==> src/rtl/ats_pkg.sv <==
// Shared types and constants for the ATS command issuer: command record,
// control FSM states and the synthetic timeout status code.
package ats_pkg;
    localparam int CTRL_W = 16;
    localparam int DATA_W = 24;
    localparam int STAT_W = 2;
    localparam int CNT_W  = 16;

    localparam logic [STAT_W-1:0] STAT_TIMEOUT = 2'b11;

    typedef struct packed {
        logic [CTRL_W-1:0] ctrlA;
        logic [CTRL_W-1:0] ctrlB;
    } ats_cmd_t;

    typedef enum logic [1:0] {
        IDLE,
        ISSUE,
        WAIT,
        RESP
    } ats_state_e;
endpackage

==> src/rtl/ats_cmd_fifo.sv <==
// Synchronous command FIFO; pointers carry one wrap bit so full and empty
// can be told apart without a separate occupancy counter.
module ats_cmd_fifo
    import ats_pkg::*;
#(
    parameter int DEPTH = 4
) (
    input  logic     clk,
    input  logic     reset,
    input  logic     push,
    input  ats_cmd_t push_data,
    input  logic     pop,
    output ats_cmd_t head,
    output logic     full,
    output logic     empty
);
    localparam int AW = (DEPTH > 1) ? $clog2(DEPTH) : 1;

    logic [AW:0] wr_ptr;
    logic [AW:0] rd_ptr;
    ats_cmd_t    mem [DEPTH];

    assign empty = (wr_ptr == rd_ptr);
    assign full  = (wr_ptr[AW] != rd_ptr[AW]) && (wr_ptr[AW-1:0] == rd_ptr[AW-1:0]);
    assign head  = mem[rd_ptr[AW-1:0]];

    always_ff @(posedge clk or negedge reset) begin
        if (!reset) begin
            wr_ptr <= '0;
            rd_ptr <= '0;
        end else begin
            if (push && !full)
                wr_ptr <= wr_ptr + 1'b1;
            if (pop && !empty)
                rd_ptr <= rd_ptr + 1'b1;
        end
    end

    // Storage needs no reset: entries are only read between push and pop.
    always_ff @(posedge clk) begin
        if (push && !full)
            mem[wr_ptr[AW-1:0]] <= push_data;
    end
endmodule

==> src/rtl/ats_cmd_issuer.sv <==
// Queues commands, issues them one at a time to the ATS stage, and holds
// each completion (or a synthetic timeout) until downstream accepts it.
module ats_cmd_issuer
    import ats_pkg::*;
#(
    parameter int FIFO_DEPTH = 4,
    parameter int TIMEOUT    = 255
) (
    input  logic              clk,
    input  logic              reset,
    input  logic              cmd_valid,
    output logic              cmd_ready,
    input  logic [CTRL_W-1:0] cmd_ctrlA,
    input  logic [CTRL_W-1:0] cmd_ctrlB,
    output logic              ats_req,
    output logic [CTRL_W-1:0] ats_ctrlA,
    output logic [CTRL_W-1:0] ats_ctrlB,
    input  logic              ats_ready,
    input  logic [STAT_W-1:0] ats_stat,
    input  logic [DATA_W-1:0] ats_data,
    output logic              rsp_valid,
    input  logic              rsp_ready,
    output logic [STAT_W-1:0] rsp_stat,
    output logic [DATA_W-1:0] rsp_data,
    output logic              busy
);
    // Counter compares against TIMEOUT-1 so the abort lands on the
    // TIMEOUT-th WAIT cycle without ats_ready.
    localparam logic [CNT_W-1:0] CNT_LAST = CNT_W'(TIMEOUT - 1);

    ats_state_e     state;
    logic [CNT_W-1:0] cnt;
    logic           rdy_q;
    logic           full;
    logic           empty;
    logic           push;
    logic           pop;
    ats_cmd_t       head;
    ats_cmd_t       in_cmd;

    assign in_cmd    = '{ctrlA: cmd_ctrlA, ctrlB: cmd_ctrlB};
    assign cmd_ready = rdy_q && !full;
    assign push      = cmd_valid && cmd_ready;
    assign pop       = (state == IDLE) && !empty;
    assign busy      = (state != IDLE) || !empty;

    ats_cmd_fifo #(.DEPTH(FIFO_DEPTH)) u_fifo (
        .clk       (clk),
        .reset     (reset),
        .push      (push),
        .push_data (in_cmd),
        .pop       (pop),
        .head      (head),
        .full      (full),
        .empty     (empty)
    );

    always_ff @(posedge clk or negedge reset) begin
        if (!reset) begin
            state     <= IDLE;
            cnt       <= '0;
            rdy_q     <= 1'b0;
            ats_req   <= 1'b0;
            ats_ctrlA <= '0;
            ats_ctrlB <= '0;
            rsp_valid <= 1'b0;
            rsp_stat  <= '0;
            rsp_data  <= '0;
        end else begin
            rdy_q <= 1'b1;
            case (state)
                IDLE: begin
                    if (!empty) begin
                        ats_ctrlA <= head.ctrlA;
                        ats_ctrlB <= head.ctrlB;
                        ats_req   <= 1'b1;
                        state     <= ISSUE;
                    end
                end
                ISSUE: begin
                    ats_req <= 1'b0;
                    cnt     <= '0;
                    state   <= WAIT;
                end
                WAIT: begin
                    // A completion on the abort cycle still carries real data.
                    if (ats_ready) begin
                        rsp_stat  <= ats_stat;
                        rsp_data  <= ats_data;
                        rsp_valid <= 1'b1;
                        state     <= RESP;
                    end else if (cnt == CNT_LAST) begin
                        rsp_stat  <= STAT_TIMEOUT;
                        rsp_data  <= '0;
                        rsp_valid <= 1'b1;
                        state     <= RESP;
                    end else begin
                        cnt <= cnt + 1'b1;
                    end
                end
                RESP: begin
                    if (rsp_ready) begin
                        rsp_valid <= 1'b0;
                        state     <= IDLE;
                    end
                end
                default: state <= IDLE;
            endcase
        end
    end
endmodule

==> config.mk <==
export PLATFORM = sky130hd
export DESIGN_NAME = ats_cmd_issuer
export DESIGN_NICKNAME = d
export VERILOG_FILES = /design/src/rtl/ats_pkg.sv /design/src/rtl/ats_cmd_fifo.sv /design/src/rtl/ats_cmd_issuer.sv
export SDC_FILE = /design/constraint.sdc
export NUM_CORES = 1
export LEC_CHECK = 0
export BUFFER_PORTS_ARGS = -buffer_cell sky130_fd_sc_hd__buf_2
export CAP_MARGIN = 30
export CORE_MARGIN = 2
export CORE_UTILIZATION = 40
export DETAILED_ROUTE_END_ITERATION = 7
export GPL_TIMING_DRIVEN = 0
export PLACE_DENSITY = 0.63
export SYNTH_ARGS = -nofsm -noshare
export SYNTH_HDL_FRONTEND = slang
export SYNTH_SLANG_ARGS = --single-unit
==> constraint.sdc <==
create_clock -name clk -period 4.1 [get_ports clk]
set_input_delay 0.82 -clock clk [delete_from_list [all_inputs] [get_ports clk]]
set_output_delay 0.82 -clock clk [all_outputs]
set_load 0.01 [all_outputs]
== Word-level counts from Yosys, hierarchy flattened ==
Memory sizes are Yosys's and may differ from the RTL's. A register that Yosys moved wholly into a read port is not among the register bits.
Index checks and enable logic that the tools add are counted.

* Memories kept: 1
* Logic and storage cells: 67
* Bits in latches: 0
* Register bits after elaboration: 53
* Bits in writable memories: 128
* Memory bits (read-only): 0

* $mul: 0
* Shift operators: 0
* Add/subtract/negate cells: 3
* Divide/modulo/power cells: 0
* Magnitude comparators: 0
* Reduce and logical (&&, ||, !) cells: 22
* Equality and inequality tests: 12
* Mux-type cells: 19
* Bitwise gates (word level): 1

{| class="wikitable"
|+ Memories
! name !! words !! width !! read ports !! clocked after memory_dff !! wr ports !! line !! text
|-
| u_fifo.mem || 4 || 32 || 1 || 1 || 1 || ats_cmd_fifo.sv:21 || <nowiki>ats_cmd_t mem [DEPTH];</nowiki>
|}

{| class="wikitable"
|+ Operators with widths
! operator !! count
|-
| 24-bit two-way mux || 2
|-
| 16-bit two-way mux || 2
|-
| 16-bit case mux with 2 select lines || 1
|-
| 16-bit by 1-bit adder with 16-bit output, second input constant || 1
|-
| 16-bit by 8-bit == test with 1-bit output, second input constant || 1
|-
| 2-bit two-way mux || 5
|-
| 2-bit nonzero test || 5
|-
| 3-bit AND reduction || 3
|-
| 2-bit inequality test, second input constant || 4
|-
| 2-bit case mux with 4 select lines || 1
|-
| 3-bit by 1-bit adder with 3-bit output, second input constant || 2
|-
| 1-bit logical AND || 6
|-
| 1-bit two-way mux || 6
|-
| 2-bit AND reduction || 3
|-
| 2-bit == test, second input constant || 2
|-
| 1-bit case mux with 2 select lines || 2
|-
| 3-bit == test || 1
|-
| 1-bit zero test || 3
|-
| 3-bit inequality test, second input constant || 1
|-
| 2-bit by 1-bit == test with 1-bit output, second input constant || 1
|-
| 2-bit == test || 1
|-
| 2-bit zero test || 1
|-
| 1-bit logical OR || 1
|-
| 1-bit inequality test || 1
|-
| 1-bit inverter || 1
|}

== Logic depth before layout (Yosys ltp) ==
* Depth after elaboration: 8
* Depth in mapped cells: 9

== Hierarchy ==
From an unflattened synthesis, not the netlist that was laid out.

* Cell total of the unflattened synthesis: 479
* Area, all modules: 8480.6 um2

{| class="wikitable"
|+ Modules (own cells, without submodules)
! module !! area an instance (um2) !! sequential area each (um2) !! cells each !! times used
|-
| ats_cmd_fifo || 5077.4 || 3993.8 || 216 || 1
|-
| ats_cmd_issuer || 3403.3 || 1976.9 || 263 || 1
|}

== Worst setup path after synthesis ==
Ideal clock, no wire load.

* Path kind: reg2reg
* From: register u_fifo.rd_ptr[1]
* To: memory u_fifo.mem[3][0] (netlist bit) (enable)
* Arrival: 2033 ps
* Stages on the path, launching flop included: 5
* Slack: 1673 ps
* Data required time: 3706 ps
* Cells stage by stage: dfrtp_1 -> buf_2 -> xnor2_1 -> a31oi_1 -> and3_1

* Cells in the longest elaborated chain, start to end: 8

{| class="wikitable"
|+ RTL lines
! what !! line !! text
|-
| start, declared || ats_cmd_fifo.sv:20 || <nowiki>logic [AW:0] rd_ptr;</nowiki>
|-
| start signal, assigned || ats_cmd_fifo.sv:35 || <nowiki>rd_ptr <= rd_ptr + 1'b1;</nowiki>
|-
| 2-bit == test || ats_cmd_fifo.sv:24 || <nowiki>assign full = (wr_ptr[AW] != rd_ptr[AW]) && (wr_ptr[AW-1:0] == rd_ptr[AW-1:0]);</nowiki>
|-
| 1-bit logical AND || ats_cmd_fifo.sv:24 ||
|-
| 1-bit zero test || ats_cmd_issuer.sv:42 || <nowiki>assign cmd_ready = rdy_q && !full;</nowiki>
|-
| 1-bit logical AND || ats_cmd_issuer.sv:42 ||
|-
| net cmd_ready || ats_cmd_issuer.sv:12 || <nowiki>output logic cmd_ready,</nowiki>
|-
| 1-bit logical AND || ats_cmd_issuer.sv:43 || <nowiki>assign push = cmd_valid && cmd_ready;</nowiki>
|-
| 1-bit logical AND || ats_cmd_fifo.sv:41 || <nowiki>if (push && !full)</nowiki>
|-
| 1-bit two-way mux || ats_cmd_fifo.sv:41 ||
|-
| 1-bit two-way mux (not written as such) || ats_cmd_fifo.sv:42 || <nowiki>mem[wr_ptr[AW-1:0]] <= push_data;</nowiki>
|-
| end, declared || ats_cmd_fifo.sv:21 ||
|}

The timed path passes the listed nets, and every way through them passes these cells.

== Worst setup path in the final report ==
* From: register u_fifo.rd_ptr[1]
* To: output cmd_ready

* Cells in the longest elaborated chain, start to end: 4

{| class="wikitable"
|+ RTL lines
! what !! line
|-
| 2-bit == test || ats_cmd_fifo.sv:24
|-
| 1-bit logical AND || ats_cmd_fifo.sv:24
|-
| 1-bit zero test || ats_cmd_issuer.sv:42
|-
| 1-bit logical AND || ats_cmd_issuer.sv:42
|-
| end, declared || ats_cmd_issuer.sv:12
|}

Every way passes these cells.

==> parameters.txt <==
Parameter                              Value

Yosys
  Gate count after technology mapping ... 463
  Post-synthesis sequential area ratio ... 0.715
  Synth area leaders ... sky130_fd_sc_hd__edfxtp_1 (46%), sky130_fd_sc_hd__dfrtp_1 (25%), sky130_fd_sc_hd__mux4_2 (8.6%), sky130_fd_sc_hd__mux2_2 (4.7%), sky130_fd_sc_hd__a22o_1 (2.5%)
  Synth area leader ... sky130_fd_sc_hd__edfxtp_1
  Proportion of synthesized flip-flops having asynchronous set or reset ... 0.399
  Commonest register cell after synthesis ... sky130_fd_sc_hd__edfxtp_1
  Mean instance size in the synthesized netlist ... ~18 sq um
  Area share of the largest cell type after synthesis ... 0.460
  Count of unique library cells instantiated by Yosys ... 43
  Mapped Area ... between 8000 and 9000 sq um
  Number of synthesized flops with an enable pin ... ~130
  Synthesized netlist net count ... between 500 and 600
  Synth warnings ... 0
  Number of register bits inferred by synthesis ... 213

Route
  Final ANT Viol Nets ... 0
  Via-per-instance ratio ... a little over 5
  Detailed-route via count ... around 4,700
  Wire length per cell after detailed routing ... about 18 um
  Post-detailed-route DRC marker count ... 0
  Number of optimization iterations in the first detailed-route pass ... 4
  Total wire length after detailed routing ... around 16,000 um
  Starting DRT DRC Count ... approximately 190

Clock network
  Post-cts hold buffer count ... 0
  TritonCTS Buffers ... 23
  Cell at the root of the clock tree ... sky130_fd_sc_hd__clkbuf_16
  Clk slew on worst S/H paths ... roughly 60 ps
  Number of clock sinks ... 213
  Number of gates resized after cts ... 0
  Clock tree from TritonCTS ... yes
  H-tree depth ... 1
  Number of buffers between clock root and the deepest sink ... 3
  Worst-Skew Late Latency ... slightly above 500 ps
  Number of buffers added for setup after CTS ... 0

Global routing
  Initial antenna violation count ... 2
  Pin count of the biggest net entering global routing ... 66
  Number of global-route vias before repair ... just under 5,000
  Overall global routing resource usage ... 0.150
  Global-route wire length before repair ... between 20,000 and 30,000 um
  Overflow after GRT ... 0

Finish
  Layout Area Growth over Synthesis ... 21.4%
  Top library cells by usage in the layout, fill and taps aside ... sky130_fd_sc_hd__buf_2 (134), sky130_fd_sc_hd__edfxtp_1 (128), sky130_fd_sc_hd__dfrtp_1 (85)
  Filler cells ... between 1,500 and 2,000
  Area taken by multi-input logic gates ... between 2000 and 2500 sq um
  Most frequent standard cell in the layout excluding fill and tap cells ... sky130_fd_sc_hd__buf_2
  Inserted Diodes ... 0
  Final standard cell area without fillers ... between 10,000 and 15,000 sq um
  Fin nets ... 692
  Fraction of final layout cells with drive strength greater than 1 ... 0.401
  Core Util, Final ... 0.498
  FF+latch area ... 5970 sq um

STA
  Max-slew violation count ... 0
  Worst Slack Setup Final ... between 1000 and 1500 ps
  Remaining max-slew budget at the tightest pin ... 0.536
  Transition time at the pin with the least slew margin ... just under 700 ps
  Clock period minus final worst setup slack ... ~2700 ps
  Final Setup Violations ... 0
  Final hold violation count ... 0
  Summed negative setup slack over all endpoints ... 0 ps
  Hold WS ... 230 ps
  Clock Skews ... 8.67 ps
  FMAX ... approximately 0.37 GHz
  Period utilization ... 0.662
  RSZ-0062 raised after global routing ... false

Critical path
  Delay-heaviest family, CP ... buffers and inverters
  Worst path arrival time ... about 1900 ps
  Largest stage delay on the critical path ... approximately 420 ps
  Critical Setup Path Class ... register to output port
  Worst endpoint required time ... between 3000 and 4000 ps
  Crit-path max FO ... 7
  Most used cell, CP ... sky130_fd_sc_hd__buf_2
  Critical path's slowest cell ... sky130_fd_sc_hd__a31oi_1
  Critical Path, Cell by Cell ... buf_2, xnor2_1, a31oi_1, buf_2
  Number of buffer and inverter instances along the worst setup path ... 2
  Setup crit start kind ... register
  Worst Setup End Kind ... output port

Die
  Chip height ... approximately 150 um
  Standard cell core area ... approximately 20,000 sq um
  Die outline width ... 148 um
  Total Die Area ... about 22,000 sq um
  Number of rows created at floorplan ... 52
  Initial Utilization ... 0.410
  IO Count ... 125

Min path
  Min-Delay Path Class ... input port to asynchronous set/reset pin

Status
  Status ... complete, no violations

Place
  Total placed instance area ... ~9400 sq um
  GP Congestion ... around 0.8
  Port Buf Inserts ... ~120
  Half-perimeter wire length of the detailed placement result ... ~11,000 um
  Placement Setup Slack ... 1880 ps

Job
  Max cap viols ... 0

Power and ir drop
  Lkg Pwr ... 4.03 nW
  Maximum vdd ir drop ... 0.546 mV
  Pwr Density ... a little over 700 nW/um^2
## stage by stage
step / total power [W] / cells
2_1_floorplan: 0.00457 / 463
3_3_place_gp: 0.00528 / 857
3_5_place_dp: 0.00539 / 862
4_1_cts: 0.00736 / 903
5_1_grt: 0.00766 / 903
6_report: 0.00723 / 903
## state kept, by name, summed over array words and instances (netlist names)
signal,count
ats_ctrlA,16
ats_ctrlB,16
ats_req,1
cnt,16
rdy_q,1
rsp_data,24
rsp_stat,2
rsp_valid,1
state,2
u_fifo.mem,128
u_fifo.rd_ptr,3
u_fifo.wr_ptr,3
## path summary, 6_finish.rpt
kind                                        from                 to  slack [ps]  cells after the start
worst min-delay path                       reset      ats_ctrlB[10]         230                      1
worst min register to register      ats_ctrlB[9]       ats_ctrlB[9]         500                      1
worst max register to register  u_fifo.rd_ptr[1]  u_fifo.mem[3][22]        1870                      5
max in group asynchronous                  reset       ats_ctrlB[4]        3220                      2
min in group clk                    ats_ctrlB[9]       ats_ctrlB[9]         500                      1
worst max-delay path            u_fifo.rd_ptr[1]          cmd_ready        1380                      4
## where the power goes
part	switching (W)	internal (W)
clock	0.000805	0.00114
combinational	0.00113	0.00112
sequential	0.000233	0.00281
## cells by family (layout without fill, tap and decap cells)
logic type,after synthesis,after routing,share of synthesized area
simple gates,61,61,0.0421
mux,74,74,0.142
compound gates,55,55,0.0528
flops,213,213,0.715
fa+ha+maj,12,12,0.0180
xor+xnor,8,8,0.00839
buf+inv,39,209,0.0211
other cells,1,1,0.000449
## cells in the mapped netlist, types with 5 or more instances
cell                         n
sky130_fd_sc_hd__a21oi_1     5
sky130_fd_sc_hd__a22o_1     24
sky130_fd_sc_hd__and3_1      8
sky130_fd_sc_hd__buf_2      11
sky130_fd_sc_hd__clkbuf_1    9
sky130_fd_sc_hd__dfrtp_1    85
sky130_fd_sc_hd__edfxtp_1  128
sky130_fd_sc_hd__ha_1       12
sky130_fd_sc_hd__inv_1      15
sky130_fd_sc_hd__mux2_2     35
sky130_fd_sc_hd__mux2i_1     7
sky130_fd_sc_hd__mux4_2     32
sky130_fd_sc_hd__nand2_1    13
sky130_fd_sc_hd__nand3_1     9
sky130_fd_sc_hd__nand4_1     8
sky130_fd_sc_hd__nor2_1      7
sky130_fd_sc_hd__o21ai_0     5
sky130_fd_sc_hd__o311ai_0    5
sky130_fd_sc_hd__xnor2_1     5
## final cells by class
cell class / instances / area share
buffer: 24 / 0.0118
clock buffer: 30 / 0.0613
clock inverter: 11 / 0.00938
inverter: 15 / 0.00555
multi-input combinational: 211 / 0.218
sequential: 213 / 0.589
tap: 270 / 0.0333
timing repair buffer: 129 / 0.0721
## routing by layer
| metal | routed length (um) | up-vias | track usage | part of all wire |
|---|---|---|---|---|
| met5 | 30 | - | 0 | 0.0018 |
| li1 | - | 2124 | - | - |
| met2 | 8210 | 130 | 0.263 | 0.50 |
| met4 | 253 | 4 | 0.0300 | 0.015 |
| met1 | 6830 | 2384 | 0.190 | 0.42 |
| met3 | 1090 | 25 | 0.0402 | 0.067 |
Note: power is estimated with default switching activity, not from simulation.
